## config.mk

```make
export PLATFORM = sky130hd
export DESIGN_NAME = sct_seq_counter
export DESIGN_NICKNAME = d
export VERILOG_FILES = /design/src/rtl/sct_pkg.sv /design/src/rtl/sct_prescaler.sv /design/src/rtl/sct_seq_counter.sv
export SDC_FILE = /design/constraint.sdc
export NUM_CORES = 1
export LEC_CHECK = 0
export BUFFER_PORTS_ARGS = -buffer_cell sky130_fd_sc_hd__buf_2
export CORE_ASPECT_RATIO = 1.5
export CORE_MARGIN = 4
export CORE_UTILIZATION = 58
export DETAILED_ROUTE_END_ITERATION = 10
export PLACE_DENSITY = 0.88
export SLEW_MARGIN = 20
export SYNTH_ARGS = -nofsm -noshare
export SYNTH_HDL_FRONTEND = slang
export SYNTH_SLANG_ARGS = --single-unit
export TNS_END_PERCENT = 100
```

## constraint.sdc

```tcl
create_clock -name clk -period 3.4 [get_ports clk]
set_clock_uncertainty 0.05 [all_clocks]
set_input_delay 0.17 -clock clk [delete_from_list [all_inputs] [get_ports clk]]
set_output_delay 0.17 -clock clk [all_outputs]
set_load 0.05 [all_outputs]
```

## src/rtl/sct_pkg.sv

```systemverilog
// rtl/sct_pkg.sv - shared state encoding and direction constants for the sct sequencer
package sct_pkg;

  typedef enum logic [1:0] {
    IDLE = 2'd0,
    RUN  = 2'd1,
    DONE = 2'd2
  } sct_state_e;

  localparam logic SCT_DIR_UP = 1'b1;
  localparam logic SCT_DIR_DN = 1'b0;

endpackage

```

## src/rtl/sct_prescaler.sv

```systemverilog
// rtl/sct_prescaler.sv - step prescaler: ticks once every psc+1 enabled cycles, clearable
module sct_prescaler #(
  parameter int PSC_W = 4
) (
  input  logic             clk,
  input  logic             rst_n,
  input  logic             clr,
  input  logic             cnt_en,
  input  logic [PSC_W-1:0] psc,
  output logic             tick
);

  logic [PSC_W-1:0] psc_cnt_q;
  logic [PSC_W-1:0] psc_cnt_d;

  // >= keeps the phase bounded if psc is lowered while the counter is above it
  assign tick = cnt_en && (psc_cnt_q >= psc);

  always_comb begin
    psc_cnt_d = psc_cnt_q;
    if (clr) begin
      psc_cnt_d = '0;
    end else if (cnt_en) begin
      psc_cnt_d = tick ? '0 : psc_cnt_q + {{(PSC_W-1){1'b0}}, 1'b1};
    end
  end

  always_ff @(posedge clk or negedge rst_n) begin
    if (!rst_n) begin
      psc_cnt_q <= '0;
    end else begin
      psc_cnt_q <= psc_cnt_d;
    end
  end

endmodule

```

## src/rtl/sct_seq_counter.sv

```systemverilog
// rtl/sct_seq_counter.sv - up/down sequencer counter with IDLE/RUN/DONE control
// Optional step prescaler and psc port enabled by defining SCT_PRESCALE_EN.
module sct_seq_counter
  import sct_pkg::*;
#(
  parameter int WIDTH     = 8,
  parameter bit WRAP_MODE = 1'b1,
  parameter int PSC_W     = 4
) (
  input  logic             clk,
  input  logic             rst_n,
  input  logic             en,
  input  logic             load,
  input  logic [WIDTH-1:0] load_val,
  input  logic [WIDTH-1:0] term_val,
  input  logic             dir,
  input  logic             start,
  input  logic             stop,
`ifdef SCT_PRESCALE_EN
  input  logic [PSC_W-1:0] psc,
`endif
  output logic [WIDTH-1:0] cnt,
  output logic             tc,
  output logic             busy,
  output logic             done
);

  sct_state_e       state_q, state_d;
  logic [WIDTH-1:0] cnt_q, cnt_d;
  logic             tc_q, tc_d;
  logic [WIDTH-1:0] terminal;
  logic [WIDTH-1:0] wrap_val;
  logic [WIDTH-1:0] next_cnt;
  logic             step_tick;
  logic             step;

`ifdef SCT_PRESCALE_EN
  sct_prescaler #(.PSC_W(PSC_W)) u_prescaler (
    .clk    (clk),
    .rst_n  (rst_n),
    .clr    (load || stop || (state_q == IDLE && start)),
    .cnt_en (state_q == RUN && en),
    .psc    (psc),
    .tick   (step_tick)
  );
`else
  // Without the prescaler every enabled RUN cycle is a step.
  assign step_tick = (PSC_W > 0);
`endif

  assign terminal = (dir == SCT_DIR_UP) ? term_val : '0;
  assign wrap_val = (dir == SCT_DIR_DN) ? term_val : '0;
  assign next_cnt = (dir == SCT_DIR_UP) ? cnt_q + {{(WIDTH-1){1'b0}}, 1'b1}
                                        : cnt_q - {{(WIDTH-1){1'b0}}, 1'b1};
  assign step     = (state_q == RUN) && en && step_tick && !load && !stop;

  always_comb begin
    state_d = state_q;
    cnt_d   = cnt_q;
    tc_d    = 1'b0;

    if (load) begin
      cnt_d = load_val;
    end else if (step) begin
      if (WRAP_MODE && cnt_q == terminal) begin
        cnt_d = wrap_val;
      end else begin
        cnt_d = next_cnt;
        tc_d  = (next_cnt == terminal);
        if (tc_d && !WRAP_MODE) begin
          state_d = DONE;
        end
      end
    end

    // stop outranks start; a load out of DONE rearms to IDLE
    if (stop) begin
      state_d = IDLE;
    end else if (start && state_q == IDLE) begin
      state_d = RUN;
    end else if (load && state_q == DONE) begin
      state_d = IDLE;
    end
  end

  always_ff @(posedge clk or negedge rst_n) begin
    if (!rst_n) begin
      state_q <= IDLE;
      cnt_q   <= '0;
      tc_q    <= 1'b0;
    end else begin
      state_q <= state_d;
      cnt_q   <= cnt_d;
      tc_q    <= tc_d;
    end
  end

  assign cnt  = cnt_q;
  assign tc   = tc_q;
  assign busy = (state_q == RUN);
  assign done = (state_q == DONE);

endmodule

```

==> flow_summary.yaml <==
outcome:
  run_status: "completed"
finish:
  drive_gt1_frac: 0.213
  fin_area_um2: 1560
  ff_latch_area_um2: 250
  fill_cells: 191
  final_core_util: 0.700
  multi_input_area_um2: 1050
  areaGrowthSynthToFinish_pct: 14.2
  diodes: 0
  nNetsFinal: 242
setup_path:
  r2r_end: "tc$_DFF_PN0_"
  crit_path_end_kind: "register"
  r2r_slack_ps: 1020
  arrival_ps: 2560
  reg2reg_depth: 8
  r2r-start: "cnt[0]$_DFFE_PN0P_"
  worstPathRequired_ps: 3580
  path_class: "register to register"
  startpoint_type: "register"
  path_max_fanout: 7
clock_network:
  clock_latency_ps: 290
  h-tree-depth: 1
  cts_resized: 0
  clock_sinks: 10
  numCtsBuffers: 3
  cts_buffer_depth: 2
  post-cts-setup-buffers: 0
  path_clk_slew_ps: 80
  cts_tree: "done"
  root_buffer: "clkbuf_4"
  postCtsHoldBufs: 2
timing:
  hold_ws_ps: 51.3
  period_needed_ps: 2380
  fin_tns_setup_ps: 0
  max_freq_mhz: 420
  setup_viol: 0
  fin_crit_sh: 0.701
  maxSlewViolCount: 0
  rsz0062_at_grt: "false"
  hold_viol_final: 0
routing:
  route.detailed.drc: 0
  wl_um: 4320
  first_iter_violations: 91
  vias: 1600
  drt_pass1_iterations: 4
  antenna_left: 0
  viasPerCell: 6.84
  wl_per_cell_um: 18.4
floorplanning:
  pin_count: 34
  dieArea_um2: 3220
  rows: 21
  core_area_um2: 2230
  die_x_um: 47.7
  dieHeight_um: 67.5
  initial_core_util: 0.613
global_routing:
  grt_util_all_layers: 0.302
  antenna_found_initial: 0
  grt.overflow.total: 0
  grt_pass1_wl_um: 7100
  grt_max_degree: 24
  grt_pass1_vias: 1547
power:
  ir_drop_v: 0.000262
  p_per_area_nw_per_um2: 405
  p_leak_nw: 0.663
placed_design:
  port_buffers: 32
  placed_area_um2: 1510
  dp.final_hpwl_um: 3300
  gp_congestion: 0.999
synth:
  synth_edf_count: 0
  synth_commonest_cells: "nor2_1 (21), nand2_1 (19), o22ai_1 (12), dfrtp_1 (10), o21ai_0 (9)"
  syn-instance-count: 182
  netlist_top_cells_area: "dfrtp_1 (18%), nor2_1 (5.8%), ha_1 (5.5%), o22ai_1 (5.5%), nand2_1 (5.2%)"
  synth-seq-cells: 10
  syn_avg_cell_area_um2: 7.53
  synth_area_um2: 1370
  synthFlopType: "dfrtp_1"
  async_reset_ff_frac: 1.00
  syn_nets: 212
  yosys.area.top_type: "dfrtp_1"
  yosysSeqAreaShare: 0.183
  netlist-cell-type-count: 56
  synth_top_area_share: 0.183
  synth.most_common_cell: "nor2_1"
  yosysWarnings: 0
hold_path:
  whs_endpoint: "state_q[0]$_DFFE_PN0P_"
  hp-class: "primary input to register"
  hold_depth: 3
  worst_hold_startpoint: "start"
job:
  drv_cap: 0
[worst max-delay path, cell delays in order, from the launching register on]
cell and delay, ps:
dfrtp_1 510, inv_2 100, fa_1 430, nand2b_1 160, a21oi_1 310, a21o_1 230
o31ai_1 90, a211oi_1 250, and3_1 190
[per-stage QoR]
stage | instances | worst slack, ps | power [mW]
after floorplan | 182 | 1050 | 0.420
final | 234 | 1020 | 0.634
after global placement | 228 | 899 | 0.496
after detailed placement | 228 | 792 | 0.505
after CTS | 234 | 1060 | 0.626
after global routing | 234 | 802 | 0.673
[power breakdown]
part	total, mW	internal [mW]	switching [mW]
combinational	0.356	0.132	0.224
sequential	0.158	0.131	0.0268
clock	0.120	0.0653	0.0543
total	0.634	0.329	0.305
[cells in the final DEF, fill, tap and decap left out, types with 2 or more instances in the layout]
cell,synthesis,final
xor2_1,5,5
nand2b_1,4,4
o22ai_1,12,12
dfrtp_1,10,10
dlygate4sd3_1,0,2
xnor2_1,7,7
nand3b_1,2,2
o21ai_0,9,9
buf_2,5,32
a22oi_1,2,2
a221oi_1,3,3
ha_1,6,6
inv_2,2,2
o21ai_1,3,3
nor2_1,21,21
nor3_1,5,5
a31oi_1,5,5
a21oi_1,8,8
a21o_1,2,2
and4bb_1,2,2
a211oi_1,2,2
nand4b_1,2,2
and3_1,5,5
nor4_1,2,2
nand3_1,6,6
nand2_1,19,19
clkbuf_4,0,3
inv_1,2,2
[cell families after synthesis]
logic type,Yosys count,synth area share
flip-flops,10,0.183
buffers and inverters,14,0.0511
other,1,0.00274
XOR/XNOR,12,0.0767
AND/OR/NAND/NOR,77,0.304
multiplexers,2,0.0164
adder cells (fa/ha/maj),7,0.0694
AO/OA/AOI/OAI,59,0.297
[state kept, by name, indices dropped and copies added (netlist names)]
signal   cells
state_q      1
cnt          8
tc           1
[routing by layer]
layer  track usage  wire length, µm
met3        0.0453              226
met5             0                0
met2         0.510             2300
met4         0.131              124
met1         0.363             1660
[worst max path at each step]
| stage | start | slack, ps | end |
|---|---|---|---|
| floorplan | cnt[0]$_DFFE_PN0P_ | 1050 | tc$_DFF_PN0_ |
| finish | cnt[0]$_DFFE_PN0P_ | 1020 | tc$_DFF_PN0_ |
| global route | dir | 800 | cnt[7]$_DFFE_PN0P_ |
| global placement | dir | 900 | tc$_DFF_PN0_ |
| CTS | cnt[0]$_DFFE_PN0P_ | 1060 | tc$_DFF_PN0_ |
| detailed placement | dir | 790 | tc$_DFF_PN0_ |
[layout make-up]
cell class | instances | share of cell area
clock buffer | 4 | 0.0232
inverter | 5 | 0.0120
multi-input combinational | 158 | 0.671
sequential | 10 | 0.160
tap | 23 | 0.0184
timing repair buffer | 34 | 0.115
Note: power is estimated with default switching activity, not from simulation.
